### config.mk
export PLATFORM = sky130hd
export DESIGN_NAME = lc3b_mem_access_ctrl
export DESIGN_NICKNAME = d
export VERILOG_FILES = /design/src/rtl/lc3b_mem_access_ctrl.sv
export SDC_FILE = /design/constraint.sdc
export NUM_CORES = 1
export LEC_CHECK = 0
export ABC_CLOCK_PERIOD_IN_PS = 2440
export CORE_MARGIN = 10
export CORE_UTILIZATION = 40
export DETAILED_ROUTE_END_ITERATION = 8
export GPL_TIMING_DRIVEN = 1
export PLACE_DENSITY = 0.76
export SETUP_SLACK_MARGIN = 0.15
export SLEW_MARGIN = 25
export SYNTH_ARGS = -nofsm -noshare
export SYNTH_HDL_FRONTEND = slang
export SYNTH_SLANG_ARGS = --single-unit
### constraint.sdc
create_clock -name clk -period 2.44 [get_ports clk]
set_input_delay 0.244 -clock clk [delete_from_list [all_inputs] [get_ports clk]]
set_output_delay 0.244 -clock clk [all_outputs]
set_load 0.005 [all_outputs]
### src/rtl/lc3b_mem_access_ctrl.sv
// LC-3b data-memory access sequencer: one LDR/LDB/STR/STB per start.
// Drives the memory handshake, lane steering and the load writeback.
module lc3b_mem_access_ctrl #(
   parameter int TIMEOUT_CYCLES = 64
) (
   input  logic        clk,
   input  logic        reset_n,
   input  logic        start,
   input  logic        is_store,
   input  logic        is_byte,
   input  logic [15:0] addr,
   input  logic [15:0] store_data,
   output logic        busy,
   output logic        done,
   output logic        err,
   output logic        mem_read,
   output logic        mem_write,
   output logic [15:0] mem_address,
   output logic [1:0]  mem_byte_enable,
   output logic [15:0] mem_wdata,
   input  logic        mem_resp,
   input  logic [15:0] mem_rdata,
   output logic        load_regfile,
   output logic [15:0] regfile_data
);

   localparam int CW = (TIMEOUT_CYCLES > 0) ? $clog2(TIMEOUT_CYCLES + 1) : 1;

   typedef enum logic [1:0] {IDLE, REQ, WB, FIN} state_t;

   state_t        state, state_d;
   logic [CW-1:0] cnt, cnt_d;
   logic          store_q, store_d;
   logic          byte_q, byte_d;
   logic          hi_q, hi_d;
   logic          busy_d, done_d, err_d, rd_d, wr_d, ld_d;
   logic [1:0]    be_d;
   logic [15:0]   addr_d, wdata_d, rf_d;
   logic          expired;

   assign expired = (TIMEOUT_CYCLES != 0) &&
                    (int'(cnt) == TIMEOUT_CYCLES - 1);

   always_comb begin
      state_d = state;
      cnt_d   = cnt;
      store_d = store_q;
      byte_d  = byte_q;
      hi_d    = hi_q;
      done_d  = 1'b0;
      err_d   = 1'b0;
      rd_d    = 1'b0;
      wr_d    = 1'b0;
      ld_d    = 1'b0;
      be_d    = 2'b00;
      addr_d  = mem_address;
      wdata_d = mem_wdata;
      rf_d    = regfile_data;
      unique case (state)
         IDLE: begin
            if (start) begin
               if (!is_byte && addr[0]) begin
                  state_d = FIN;
                  done_d  = 1'b1;
                  err_d   = 1'b1;
               end else begin
                  state_d = REQ;
                  cnt_d   = '0;
                  store_d = is_store;
                  byte_d  = is_byte;
                  hi_d    = addr[0];
                  addr_d  = {addr[15:1], 1'b0};
                  be_d    = is_byte ? (addr[0] ? 2'b10 : 2'b01) : 2'b11;
                  wdata_d = is_byte ? {2{store_data[7:0]}} : store_data;
                  rd_d    = !is_store;
                  wr_d    = is_store;
               end
            end
         end
         REQ: begin
            if (mem_resp) begin
               done_d = 1'b1;
               if (store_q) begin
                  state_d = FIN;
               end else begin
                  state_d = WB;
                  ld_d    = 1'b1;
                  if (byte_q)
                     rf_d = {8'h00, hi_q ? mem_rdata[15:8] : mem_rdata[7:0]};
                  else
                     rf_d = mem_rdata;
               end
            end else if (expired) begin
               // Abandon the access; the memory side sees the request drop.
               state_d = FIN;
               done_d  = 1'b1;
               err_d   = 1'b1;
            end else begin
               if (TIMEOUT_CYCLES != 0)
                  cnt_d = cnt + 1'b1;
               rd_d = mem_read;
               wr_d = mem_write;
               be_d = mem_byte_enable;
            end
         end
         WB:      state_d = IDLE;
         FIN:     state_d = IDLE;
         default: state_d = IDLE;
      endcase
      busy_d = (state_d != IDLE);
   end

   always_ff @(posedge clk) begin
      if (!reset_n) begin
         state           <= IDLE;
         cnt             <= '0;
         store_q         <= 1'b0;
         byte_q          <= 1'b0;
         hi_q            <= 1'b0;
         busy            <= 1'b0;
         done            <= 1'b0;
         err             <= 1'b0;
         mem_read        <= 1'b0;
         mem_write       <= 1'b0;
         load_regfile    <= 1'b0;
         mem_byte_enable <= 2'b00;
         mem_address     <= 16'h0000;
         mem_wdata       <= 16'h0000;
         regfile_data    <= 16'h0000;
      end else begin
         state           <= state_d;
         cnt             <= cnt_d;
         store_q         <= store_d;
         byte_q          <= byte_d;
         hi_q            <= hi_d;
         busy            <= busy_d;
         done            <= done_d;
         err             <= err_d;
         mem_read        <= rd_d;
         mem_write       <= wr_d;
         load_regfile    <= ld_d;
         mem_byte_enable <= be_d;
         mem_address     <= addr_d;
         mem_wdata       <= wdata_d;
         regfile_data    <= rf_d;
      end
   end

endmodule

# Yosys cells after proc, flatten, opt, wreduce, memory -nomap -nowiden
# Cells that the tools add are included.
dict set report classes {
  add_sub_neg 1
  eq_ne 9
  mux 37
  bitwise_logic 2
  reduce_logical 11
}
# op n
set ops {}
lappend ops {{16-bit 2-to-1 mux} 2}
lappend ops {{7-bit 2-to-1 mux} 4}
lappend ops {{2-bit 2-to-1 mux} 10}
lappend ops {{7-bit one-hot mux with 2 select lines} 1}
lappend ops {{1-bit 2-to-1 mux} 13}
lappend ops {{3-bit AND reduction} 3}
lappend ops {{8-bit 2-to-1 mux} 1}
lappend ops {{2-bit inequality test (second input constant)} 4}
lappend ops {{1-bit one-hot mux with 2 select lines} 4}
lappend ops {{7-bit by 1-bit adder with 7-bit output (second input constant)} 1}
lappend ops {{7-bit == test (second input constant)} 1}
lappend ops {{2-bit one-hot mux with 3 select lines} 1}
lappend ops {{5-bit AND reduction} 1}
lappend ops {{2-bit == test (second input constant)} 2}
lappend ops {{2-bit one-hot mux with 2 select lines} 1}
lappend ops {{2-bit nonzero test} 2}
lappend ops {{3-bit inequality test (second input constant)} 1}
lappend ops {{2-bit by 1-bit == test with 1-bit output (second input constant)} 1}
lappend ops {{1-bit logical NOT} 2}
lappend ops {{2-bit logical NOT} 1}
lappend ops {{1-bit NOT} 2}
lappend ops {{2-bit OR reduction} 1}
lappend ops {{1-bit logical AND} 1}
dict set report totals {
  reg_bits 67
  input_bits 54
  elab_cells 75
}

# Depth between registers and ports, before layout
# Gate-level depths: netlist of the first run.
dict set report logic_depth {
  word_depth 6
  mapped_depth 9
}

# Worst setup path after synthesis of the first run
# No wires, ideal clock.
dict set report synth_timing {
  path_kind {input to register}
  start {input port is_byte}
  end {register cnt[0]}
  setup_time_ps 127
  arrival_time_ps 1987
  required_time_ps 2313
  path_slack_ps 326
  path_stages 8
  path_cell_list {clkbuf_1 -> inv_1 -> ha_1 -> or4b_1 -> clkbuf_1 -> clkbuf_1 -> nand4_1 -> o31ai_1}
}
dict set report synth_via {
  elab_chain_cells 4
}
# element line
set synth_rtl {}
lappend synth_rtl {{start, declared} 10} ;# input logic is_byte,
lappend synth_rtl {{1-bit logical NOT} 62} ;# if (!is_byte && addr[0]) begin
lappend synth_rtl {{1-bit logical AND} 62}
lappend synth_rtl {{2-bit inequality test (no source line)} n/a}
lappend synth_rtl {{5-bit AND reduction (no source line)} n/a}
lappend synth_rtl {{end signal, assigned} 132} ;# cnt <= cnt_d;
lappend synth_rtl {{end, declared} 32} ;# logic [CW-1:0] cnt, cnt_d;
# No other way between the ends.
# A chain may end at the register's enable or synchronous reset.

# Final worst setup path of the first run
dict set report layout_timing {
  start {input port is_byte}
  end {register cnt[2]}
}
# The elaborated chain is that of the path after synthesis.

==> impl_results.md, run 1 <==
* WP buf/inv at 3
* Layout fillers at 547
* Clk buf depth at 2
* Placed Area at 0.00380 mm²
* Req. time, crit path at 2680 ps
* Crit path depth at 8
* Worst r2r src: cnt[0]
* Mean Syn Cell Area at roughly 8.3 µm²
* Die area at 0.0103 mm²
* Clock transition at path regs at about 80 ps
* Logic pwr share at 0.158
* NetSw at 655 µW
* Fmax at 524 MHz
* Share of layout cells above drive strength 1 at 0.0588
* Worst Skew at 7.69 ps
* Cells along the critical path: clkdlybuf4s50_1 > inv_1 > ha_1 > or4b_1 > buf_4 > nand2_1 > a21oi_1 > o21a_1
* Worst setup path end: cnt[2]
* Core area at 0.00639 mm²
* First-pass DRT Iterations at 4
* Area of the multi-input gates at 0.00121 mm²
* CP top delay family: buffers and inverters
* Synthesis Warnings at 0
* Initial antenna violation count at 0
* Total GRT Usage at 0.148
* 1st-iter DRT viols at 160
* Slack of the worst reg-to-reg path at 580 ps
* Endpoints failing hold at 0
* Hold path start: addr[2]
* Critical path origin: is_byte
* Slowest stage delay, CP at 540 ps
* Die Span X at 101 µm
* Post-CTS setup repair buffer count at 0
* FF-to-FF path depth at 5
* First-pass GRT wire length at 12.3 mm
* Via count at ~2,600
* Rows at 29
* # hold bufs at CTS at 0
* Chip height at 101 µm
* Final period utilization at 0.782
* Post-route ant nets at 0
* # setup viols final at 0
* Commonest cells after routing, fill and taps aside: clkdlybuf4s50_1, nand2_1, dfxtp_1
* Layout area overhead at 51.7%
* Vias in the first global route at 2,487
* Sw frac at 0.247
* Area taken by flip-flops and latches at 0.00134 mm²
* Final #Nets at 477
* Hold path cells at 3
* Syn Std Cell Area at ~0.0027 mm²
* Setup TNS at 0 ps
* Synth unique cells at 37
* Crit path kind: in -> reg
* Gpl congestion at 0.781
* Fin. max-slew vios at 0
* Avg Vias per Cell at just over 5
* Commonest non-fill, non-tap cell in the layout: clkdlybuf4s50_1
* Crit start category: input port
* Post_cts resized at 0
* Post-synthesis sequential area ratio at 0.505
* Inserted Diodes at 0
* Drt total wl at roughly 8 mm
* Residual DRC at 0
* Largest net degree at the start of global routing at 63
* VDD IR max at 403 µV
* TritonCTS clock tree: built
* TritonCTS Buffers at 9
* GR Overflow Total at 0
* Hold crit path type: in -> reg
* Post-Syn Nets at around 380
* H-tree levels at 3
* Clk_lat worst skew at 340 ps
* Leak at ~0.0015 µW
* RSZ-0062 raised after global routing: no
* Reg2reg end: cnt[3]
* CP endpoint kind: register
* Max cap viols at 0
* Worst Path Max Fanout at 33
* Port Buffers at around 110
* Part of the power in registers at 0.450
* Yosys reg bits at between 60 and 70
* # IOs at 110
* Root Driver: clkbuf_8
* CTS sink count at 67
* Status: completed
* Design Area, Final at 0.00403 mm²
* Cells after synthesis at 319
* CP max stage cell: or4b_1
* Post-DP HPWL at 5.73 mm
* Per-cell routed wire length at 15.5 µm
* Fin crit period at 1910 ps
* Starting Density at 0.416
* Int Power at 2000 µW
* Worst EP arrival at 2150 ps
* Pwr/cell area at 658 mW/mm²
* Clk pwr share at 0.392
==> synthesized netlist by cell type <==
cell type / count / area, µm²
ha_1: 3 / 37.5
a211oi_1: 8 / 60.1
a22oi_1: 1 / 7.51
dfxtp_1: 67 / 1340
a21oi_1: 44 / 220
buf_2: 1 / 5.00
a31oi_1: 1 / 6.26
clkbuf_1: 19 / 71.3
nand4_1: 1 / 6.26
o31ai_1: 1 / 7.51
buf_6: 1 / 11.3
a32oi_1: 1 / 8.76
nand2_1: 78 / 293
or4b_1: 1 / 10.0
or4_1: 1 / 7.51
o21ai_0: 4 / 20.0
buf_1: 1 / 3.75
and2b_1: 1 / 7.51
a311oi_1: 9 / 78.8
nand3_1: 13 / 65.1
mux2i_1: 8 / 80.1
o311ai_4: 1 / 26.3
inv_1: 2 / 7.51
nor3b_1: 1 / 7.51
inv_2: 1 / 3.75
nand2b_1: 4 / 25.0
nor3_1: 2 / 10.0
conb_1: 1 / 3.75
nor2_1: 28 / 105
buf_4: 1 / 7.51
a41oi_1: 1 / 8.76
o21a_1: 1 / 7.51
nor3_2: 1 / 10.0
o311a_1: 1 / 10.0
o211ai_1: 1 / 7.51
nand3b_1: 8 / 60.1
or2_2: 1 / 6.26
==> state kept, by name, indices dropped and copies added, names as in the netlist <==
name,flops
err,1
load_regfile,1
mem_write,1
state,2
mem_read,1
mem_byte_enable,2
store_q,1
done,1
busy,1
cnt,7
hi_q,1
regfile_data,16
mem_wdata,16
mem_address,15
byte_q,1
==> kinds of logic after synthesis <==
kind of cell,after synthesis,synth area share
multiplexers,8,0.0302
other,1,0.00141
adder cells (fa/ha/maj),3,0.0141
AO/OA/AOI/OAI,74,0.177
buffers and inverters,26,0.0415
flip-flops,67,0.505
AND/OR/NAND/NOR,140,0.231
==> final cells by class <==
| type | instances | share of cell area |
|---|---|---|
| multi-input combinational | 226 | 0.300 |
| tap | 77 | 0.0239 |
| clock buffer | 10 | 0.0342 |
| sequential | 67 | 0.333 |
| inverter | 3 | 0.00280 |
| timing repair buffer | 113 | 0.284 |
| clock inverter | 6 | 0.0220 |
==> power groups by stage <==
stage          combinational (µW)  clock [µW]  sequential [µW]
6_report                      418        1040             1190
5_1_grt                       458        1100             1200
4_1_cts                       424        1050             1190
3_5_place_dp                  422           0             1220
3_3_place_gp                  418           0             1220
2_1_floorplan                 172           0             1220
==> metal layers <==
metal  share of wire  vias up  global-route usage
li1                -     1296                   -
met1            0.41     1181               0.165
met2            0.49       75               0.240
met3           0.080       11              0.0572
met4           0.021        0              0.0750
met5               0        -                   0
==> worst reg2reg max path, delay by kind of cell (launching register included) <==
kind	cells	cell delay, ps
compound gates	2	760
flops	1	390
fa+ha+maj	1	220
simple gates	2	400
==> worst min-delay path by stage <==
stage	endpoint	slack [ps]
after detailed placement	mem_address[10]	450
after CTS	mem_address[13]	430
after floorplan	cnt[2]	360
final	mem_address[2]	440
after global placement	regfile_data[8]	440
after global routing	mem_address[1]	450
==> metrics by stage <==
step / instances / hold slack, ps / setup WS [ps] / utilization / power [µW]
4_1_cts: 502 / 432 / 545 / 0.631 / 2670
2_1_floorplan: 319 / 362 / 326 / - / 1390
3_3_place_gp: 486 / 440 / 219 / 0.595 / 1640
3_5_place_dp: 486 / 446 / 196 / 0.595 / 1640
5_1_grt: 502 / 445 / 428 / 0.631 / 2770
6_report: 502 / 442 / 531 / 0.631 / 2650
Power figures use the tool's default switching activity.
==> inputs of run 2 (changes only) <==
ABC_CLOCK_PERIOD_IN_PS = 1900   (was 2440)
clock period = 1.9 ns   (was 2.44 ns; I/O delays follow)
==> run 2 against run 1 <==
  * First-iteration DRC count decreased by 21%
  * Count of clock-buffer cells in the layout grew 3
  * Sequential cell count is the same
  * Highest routed layer unchanged
  * Non-clock buffer count rose by 7
==> impl_results.md, run 2 (synthesis gave the netlist of run 1 again) <==
* Status: completed
* Final #Nets at 484
* Largest net degree at the start of global routing at 63
* TritonCTS Buffers at 9
* CTS sink count at 67
* Worst Skew at 5.51 ps
* Leak at approximately 0.0015 µW
* # IOs at 110
* First-pass GRT wire length at approximately 13 mm
* Biggest registers after layout: mem_wdata: 16 flops, regfile_data: 16 flops, mem_address: 15 flops
* # hold bufs at CTS at 0
* Fin crit period at 1690 ps
* Post-DP HPWL at 5.92 mm
* Share of layout cells above drive strength 1 at 0.0766
* # setup viols final at 0
* Die Span X at 101 µm
* Layout area overhead at 54.8%
* Endpoints failing hold at 0
* Total GRT Usage at 0.154
* Inserted Diodes at 0
* Clk buf depth at 2
* Fin. max-slew vios at 0
* Cells along the critical path: clkdlybuf4s50_1 > inv_1 > ha_1 > or4b_1 > buf_6 > buf_12 > nand2_1 > a21oi_1
* Post-Layout Cell Count at just over 500
* Vias in the first global route at between 2,000 and 3,000
* Hold crit path type: in -> reg
* Clk_lat worst skew at between 300 and 400 ps
* First-pass DRT Iterations at 4
* Req. time, crit path at 2110 ps
* WHS at 397 ps
* Final period utilization at 0.890
* 1st-iter DRT viols at 126
* H-tree levels at 3
* GR Overflow Total at 0
* Gpl congestion at 0.750
* Crit start category: input port
* Slowest stage delay, CP at 540 ps
* Avg Vias per Cell at 5.21
* Via count at 2,646
* Worst Path Max Fanout at 11
* Commonest cells after routing, fill and taps aside: clkdlybuf4s50_1, nand2_1, dfxtp_1
* Crit path kind: in -> reg
* Clock transition at path regs at about 70 ps
* Starting Density at 0.416
* CP endpoint kind: register
* Max cap viols at 0
* Post-route ant nets at 0
* Layout fillers at 547
* Rows at 29
* Chip height at 101 µm
* Die area at 0.0103 mm²
* RSZ-0062 raised after global routing: no
* Drt total wl at 7.98 mm
* Commonest non-fill, non-tap cell in the layout: clkdlybuf4s50_1
* Residual DRC at 0
* Placed Instances at 491
* CP max stage cell: or4b_1
* TritonCTS clock tree: built
* VDD IR max at 428 µV
* Worst EP arrival at 1900 ps
* Root Driver: clkbuf_8
* Initial antenna violation count at 0
* Pwr/cell area at around 800 mW/mm²
* Port Buffers at 108
* Core area at 0.00639 mm²
* Fmax at 591 MHz
* Per-cell routed wire length at 15.7 µm
run 2: final timing paths:
| check | start | to | slack [ps] | depth (start not counted) |
|---|---|---|---|---|
| worst min-delay path | addr[5] | mem_address[5] | 400 | 3 |
| worst min register to register | store_q | store_q | 450 | 2 |
| worst max-delay path | is_byte | mem_address[7] | 210 | 8 |
| worst max register to register | cnt[1] | cnt[3] | 240 | 5 |
run 2: critical path, delay by kind of cell:
family | cells | cell delay (ps)
AO/OA/AOI/OAI | 1 | 70
AND/OR/NAND/NOR | 2 | 600
buffers and inverters | 4 | 830
adder cells (fa/ha/maj) | 1 | 200
run 2: per-stage QoR:
stage | utilization | power (µW) | setup TNS, ps | cell area [µm²] | setup WS [ps]
4_1_cts | 0.643 | 3320 | 0 | 4100 | 198
3_3_place_gp | 0.607 | 2130 | -2900 | 3880 | -116
3_5_place_dp | 0.607 | 2140 | -3650 | 3880 | -151
2_1_floorplan | - | 1790 | 0 | 2670 | 185
5_1_grt | 0.644 | 3430 | 0 | 4110 | 151
6_report | 0.644 | 3280 | 0 | 4110 | 208
run 2: layer usage:
layer  part of all wire  GRT usage
met4              0.015     0.0697
met3              0.090     0.0708
met2               0.51      0.256
met1               0.38      0.162
met5                  0          0
run 2: timing repair:
action                                  in CTS  in global routing
endpoints found under the setup margin       2                 10
gates resized for setup                      3                  3
pin swaps                                    1                  0
buffers inserted                             2                  0
run 2: cell type report:
cell class / count / area, µm² / area share
clock inverters: 2 / 35.0 / 0.00852
clock buffers: 13 / 159 / 0.0387
well taps: 77 / 96.3 / 0.0234
repair buffers: 120 / 1240 / 0.301
flip-flops and latches: 67 / 1340 / 0.327
inverters: 3 / 11.3 / 0.00274
multi-input cells: 226 / 1230 / 0.299
run 2: power breakdown:
part	switching, µW	total [µW]	internal, µW
Sequential	49.3	1530	1490
Combinational	242	579	337
Clock	496	1170	670
